`src/rtl/bram_port_arbiter.sv`:
```
// bram_port_arbiter
// Shares the single PL-side BRAM port between two requesters (0: DMA refresh reader,
// 1: synth/capture writer). Grants are round-robin with bursts bounded by MAX_BURST.
// Every BRAM-facing signal is registered, and read data is routed back to the
// requester that issued the read after RD_LAT cycles.
//
// Ports:
//   clk, rst                 system clock, synchronous active-high reset
//   rK_req/we/addr/wdata     beat request from requester K, held until rK_ack
//   rK_ack                   beat accepted on this rising edge (combinational)
//   rK_rvalid/rK_rdata       one-cycle read-data pulse for requester K
//   BRAM_*                   block-design port B pins (addr/din/we/en registered,
//                            clk/rst passed through, dout from the BRAM)
module bram_port_arbiter #(
    parameter int unsigned ADDR_W    = 32,
    parameter int unsigned DATA_W    = 32,
    parameter int unsigned RD_LAT    = 2,
    parameter int unsigned MAX_BURST = 4
) (
    input  logic              clk,
    input  logic              rst,

    input  logic              r0_req,
    input  logic [3:0]        r0_we,
    input  logic [ADDR_W-1:0] r0_addr,
    input  logic [DATA_W-1:0] r0_wdata,
    output logic              r0_ack,
    output logic              r0_rvalid,
    output logic [DATA_W-1:0] r0_rdata,

    input  logic              r1_req,
    input  logic [3:0]        r1_we,
    input  logic [ADDR_W-1:0] r1_addr,
    input  logic [DATA_W-1:0] r1_wdata,
    output logic              r1_ack,
    output logic              r1_rvalid,
    output logic [DATA_W-1:0] r1_rdata,

    output logic [ADDR_W-1:0] BRAM_addr,
    output logic [DATA_W-1:0] BRAM_din,
    output logic [3:0]        BRAM_we,
    output logic              BRAM_en,
    output logic              BRAM_clk,
    output logic              BRAM_rst,
    input  logic [DATA_W-1:0] BRAM_dout
);

    localparam logic [7:0] MaxBurst = 8'(MAX_BURST);

    typedef enum logic [1:0] {StIdle, StOwn0, StOwn1} state_e;

    state_e      state_q;
    logic        last_q;
    logic [7:0]  beats_q;
    logic [7:0]  beats_inc;

    logic              beat;
    logic [3:0]        sel_we;
    logic [ADDR_W-1:0] sel_addr;
    logic [DATA_W-1:0] sel_wdata;

    // Issue-stage tag travelling alongside BRAM_en, then the RD_LAT-deep tracking pipe.
    logic              issue_rd_q;
    logic              issue_id_q;
    logic [RD_LAT-1:0] pipe_valid_q;
    logic [RD_LAT-1:0] pipe_id_q;

    assign BRAM_clk = clk;
    assign BRAM_rst = rst;

    always_comb begin
        r0_ack    = (state_q == StOwn0) && r0_req;
        r1_ack    = (state_q == StOwn1) && r1_req;
        beat      = r0_ack || r1_ack;
        beats_inc = beats_q + 8'd1;
        if (r1_ack) begin
            sel_we    = r1_we;
            sel_addr  = r1_addr;
            sel_wdata = r1_wdata;
        end else begin
            sel_we    = r0_we;
            sel_addr  = r0_addr;
            sel_wdata = r0_wdata;
        end
    end

    // Arbitration FSM
    always_ff @(posedge clk) begin
        if (rst) begin
            state_q <= StIdle;
            last_q  <= 1'b1;
            beats_q <= '0;
        end else begin
            unique case (state_q)
                StIdle: begin
                    beats_q <= '0;
                    // On a tie the requester that was not served last wins.
                    if (r0_req && (!r1_req || last_q)) begin
                        state_q <= StOwn0;
                    end else if (r1_req) begin
                        state_q <= StOwn1;
                    end
                end
                StOwn0: begin
                    if (!r0_req) begin
                        beats_q <= '0;
                        state_q <= r1_req ? StOwn1 : StIdle;
                    end else begin
                        last_q <= 1'b0;
                        if (beats_inc == MaxBurst) begin
                            // Burst limit: restart the count even if we keep the port.
                            beats_q <= '0;
                            if (r1_req) begin
                                state_q <= StOwn1;
                            end
                        end else begin
                            beats_q <= beats_inc;
                        end
                    end
                end
                StOwn1: begin
                    if (!r1_req) begin
                        beats_q <= '0;
                        state_q <= r0_req ? StOwn0 : StIdle;
                    end else begin
                        last_q <= 1'b1;
                        if (beats_inc == MaxBurst) begin
                            beats_q <= '0;
                            if (r0_req) begin
                                state_q <= StOwn0;
                            end
                        end else begin
                            beats_q <= beats_inc;
                        end
                    end
                end
                default: begin
                    state_q <= StIdle;
                    beats_q <= '0;
                end
            endcase
        end
    end

    // Issue registers and read tracking
    always_ff @(posedge clk) begin
        if (rst) begin
            BRAM_en      <= 1'b0;
            BRAM_we      <= 4'h0;
            BRAM_addr    <= '0;
            BRAM_din     <= '0;
            issue_rd_q   <= 1'b0;
            issue_id_q   <= 1'b0;
            pipe_valid_q <= '0;
            pipe_id_q    <= '0;
        end else begin
            BRAM_en    <= beat;
            BRAM_we    <= beat ? sel_we : 4'h0;
            issue_rd_q <= beat && (sel_we == 4'h0);
            issue_id_q <= r1_ack;
            if (beat) begin
                // BRAM is word-addressed in bytes; force word alignment.
                BRAM_addr <= sel_addr & ~ADDR_W'(3);
                BRAM_din  <= sel_wdata;
            end
            pipe_valid_q <= (pipe_valid_q << 1) | RD_LAT'(issue_rd_q);
            pipe_id_q    <= (pipe_id_q << 1) | RD_LAT'(issue_id_q);
        end
    end

    always_comb begin
        r0_rvalid = pipe_valid_q[RD_LAT-1] && !pipe_id_q[RD_LAT-1];
        r1_rvalid = pipe_valid_q[RD_LAT-1] && pipe_id_q[RD_LAT-1];
        r0_rdata  = r0_rvalid ? BRAM_dout : '0;
        r1_rdata  = r1_rvalid ? BRAM_dout : '0;
    end

endmodule

```
`config.mk`:
```
export PLATFORM = sky130hd
export DESIGN_NAME = bram_port_arbiter
export DESIGN_NICKNAME = d
export VERILOG_FILES = /design/src/rtl/bram_port_arbiter.sv
export SDC_FILE = /design/constraint.sdc
export NUM_CORES = 1
export LEC_CHECK = 0
export ABC_AREA = 0
export BUFFER_PORTS_ARGS = -buffer_cell sky130_fd_sc_hd__buf_2
export CAP_MARGIN = 20
export CELL_PAD_IN_SITES_DETAIL_PLACEMENT = 0
export CELL_PAD_IN_SITES_GLOBAL_PLACEMENT = 2
export CORE_MARGIN = 2
export CORE_UTILIZATION = 20
export CTS_CLUSTER_DIAMETER = 50
export DETAILED_ROUTE_END_ITERATION = 10
export GPL_ROUTABILITY_DRIVEN = 0
export PLACE_DENSITY_LB_ADDON = 0.2
export SETUP_SLACK_MARGIN = 0.5
export SLEW_MARGIN = 20
export SYNTH_ARGS = -nofsm -noshare
export SYNTH_HDL_FRONTEND = slang
export SYNTH_SLANG_ARGS = --single-unit
```
`constraint.sdc`:
```
create_clock -name clk -period 2.1 [get_ports clk]
set_input_delay 0.105 -clock clk [delete_from_list [all_inputs] [get_ports clk]]
set_output_delay 0.105 -clock clk [all_outputs]
set_load 0.005 [all_outputs]
```
==> summary.md <==
| Metric | Value |
|---|---|
| Status | finished clean |
| Syn Inst Count | 547 |
| Setup TNS | 0 ps |
| WS Path Type | reg2reg |
| Placed cell areas | 5970 um2 |
| Pwr dens | 669 nW/um2 |
| DR iter-0 viols | 157 |
| Max Slew Vio Count | 0 |
| Via count | 5607 |
| Number of synthesized flops with an enable pin | 0 |
| Cells after DPL | 1080 |
| Critical-path top delay cell | or4_4 |
| Post-synth top area share | 40.4% |
| Critical Path, Cell by Cell | ha_4 > xor2_1 > or4_4 > a22oi_4 > nand3_2 > buf_6 > mux2i_1 |
| Largest cells by area after synthesis | dfxtp_1 (40%), a311oi_1 (13%), nand2_1 (12%) |
| Asr flop ratio synth | 0% |
| Max cap viols | 0 |
| Die ar. | 22000 um2 |
| # DRC | 0 |
| Hold Vio Cnt, Final | 0 |
| CP Capture Type | flop |
| IO Count | 311 |
| Row count | 52 |
| DRT Pass-1 Iters | 6 |
| Hold Worst Slack | 76.2 ps |
| Nets@finish | 1155 |
| CP arrival | 2110 ps |
| Register bit total from synthesis | 84 |
| Worst IR Drop VDD | 0.000647 V |
| Initial Util | 20.5% |
| Clock Skew | 6.73 ps |
| First-pass GRT wire length | 28300 um |
| Via-to-Cell Ratio | 4.47 |
| Final Instance Area | 8300 um2 |
| Worst Hold Class | in2reg |
| Post-Syn Area | 4170 um2 |
| Worst-skew pair later-pin latency | 450 ps |
| Vias in the first global route | 5665 |
| Synth area leader | dfxtp_1 |
| Wire per inst | 16.4 um |
| Layout cells sized above 1 | 41.1% |
| Final setup vio count | 0 |
| Die height | 148 um |
| Finished Core Util | 40.8% |
| Period utilisation layout | 84.7% |
| Sequential fraction of the synthesis area | 40.4% |
| Layout area overhead | 99.2% |
| CP required | 2440 ps |
| Antenna violations before repair | 2 |
| Core Area | 20400 um2 |
| GRT Total Usage | 16.6% |
| Startpoint types | flop |
| Hpwl dp | 11900 um |
| Syn_area_per_cell | 7.61 um2 |
| Die X | 148 um |
| CTS tree | built |
| Total wire length | 20500 um |
| PortBufs | 304 |
| Ys flop type | dfxtp_1 |
| Leakage | 3.96 nW |
| Antenna-violating nets left | 0 |
| Period minus WS final | 1780 ps |
| Worst-path fanout max | 5 |
| Worst-path clk slew | 70 ps |
| Largest stage delay on the critical path | 430 ps |
| Maximum clock rate | 562 MHz |
| Synth cell types | 41 |
| Largest net degree at the start of global routing | 78 |
| Yosys warns | 0 |
| Non-Filler Instances | 1254 |
| RSZ-0062 raised after global routing | yes |
| Total global routing overflow | 0 |
## sequential cells by signal, indices dropped and copies added, names as in the netlist
register / flops
beats_q: 8
issue_id_q: 1
pipe_valid_q: 2
BRAM_addr: 30
issue_rd_q: 1
state_q: 2
pipe_id_q: 2
BRAM_we: 4
BRAM_din: 32
BRAM_en: 1
last_q: 1
## metal layers
layer | global-route usage [%] | part of all wire (%)
met1 | 17.3 | 40
met4 | 7.67 | 2.1
met3 | 4.08 | 6.4
met2 | 31.3 | 52
met5 | 0 | 0
## layout by cell type, fill, tap and decap left out, types with 3 or more instances in the layout
cell type      synthesis  layout
buf_2                  2     288
nand2_1              137     134
dlygate4sd3_1          0     131
nor2_1                79      79
dfxtp_1               84      77
a311oi_1              62      54
and3_1                33      33
buf_6                  0      23
clkbuf_16              0      18
and2_4                 0      17
and2_1                33      16
a21oi_1                9       9
a311oi_2               0       8
buf_4                  6       8
nor2b_1                6       5
dfxtp_2                0       5
buf_16                 0       5
inv_1                  6       4
nand3_1                4       4
xnor2_1                4       4
o21ai_0                4       4
buf_12                 0       4
clkinv_2               0       3
xor2_1                 3       3
nand2b_1               3       3
ha_1                   6       3
## cell type report
cell class,instances,area [um2]
fill,2050,12100
multi-input combinational,406,2400
antenna,2,5.00
tap,270,338
timing repair buffer,465,3450
sequential,84,1700
clock buffer,14,309
clock inverter,6,65.1
inverter,7,40.0
## through the flow
stage                     power [W]  setup WS (ps)
after floorplan             0.00263            340
after global placement      0.00322            252
after detailed placement    0.00323            255
after CTS                   0.00548            296
after global routing        0.00587            244
final                       0.00555            322
## worst max-delay path: cells and delay by family (launching register included)
kind / cells / cell delay, ps
AOI/OAI and AO/OA: 1 / 210
xor gates and xnor gates: 1 / 150
adders and majority gates: 1 / 170
buffers and inverters: 1 / 140
DFF: 1 / 360
muxes: 1 / 100
and+or+nand+nor: 2 / 540
## synth_stat cells, drive strengths merged, types with 2 or more instances
cell    instances
nand2         138
ha              6
clkbuf         33
a311oi         62
a32o            2
and2           33
and3           34
xnor2           4
nor2           79
nand3           6
a21oi           9
a21o            2
buf            18
xor2            3
nor2b           6
inv             6
dfxtp          84
o21ai           4
nand2b          3
## power by group
group / switching [W] / total, W / internal (W) / leakage, nW
combinational: 0.000828 / 0.00167 / 0.000838 / 3.09
clock: 0.000746 / 0.00192 / 0.00118 / 0.183
sequential: 0.000129 / 0.00196 / 0.00183 / 0.688
## cells by family (layout without fill, tap and decap cells)
kind of cell	Yosys count	after routing	share of synthesized area (%)
AO/OA/AOI/OAI	85	85	17.0
adder cells (fa/ha/maj)	6	6	1.80
AND/OR/NAND/NOR	305	305	33.2
buffers and inverters	58	492	5.83
XOR/XNOR	7	7	1.47
other	1	4	0.0900
flip-flops	84	84	40.4
multiplexers	1	1	0.240
## repair_timing
action                                  CTS  global route
hold buffers                            131             0
pin swaps                                 5            19
endpoints found under the hold margin    67             0
gates resized for setup                  15            66
gates cloned                              2             7
buffers inserted                          9             4
endpoints found under the setup margin   76           109
## worst paths after layout
kind	from	endpoint	slack, ps	depth (start not counted)
max reg2reg	beats_q[1]$_SDFF_PP0_	state_q[1]$_SDFFE_PP0P_	320	7
min	r1_wdata[2]	BRAM_din[2]$_SDFFE_PP0P_	80	3
max	beats_q[1]$_SDFF_PP0_	state_q[1]$_SDFFE_PP0P_	320	7
min reg2reg	issue_rd_q$_SDFF_PP0_	pipe_valid_q[0]$_SDFF_PP0_	440	1
No activity file was read; power rests on OpenSTA's default activity.
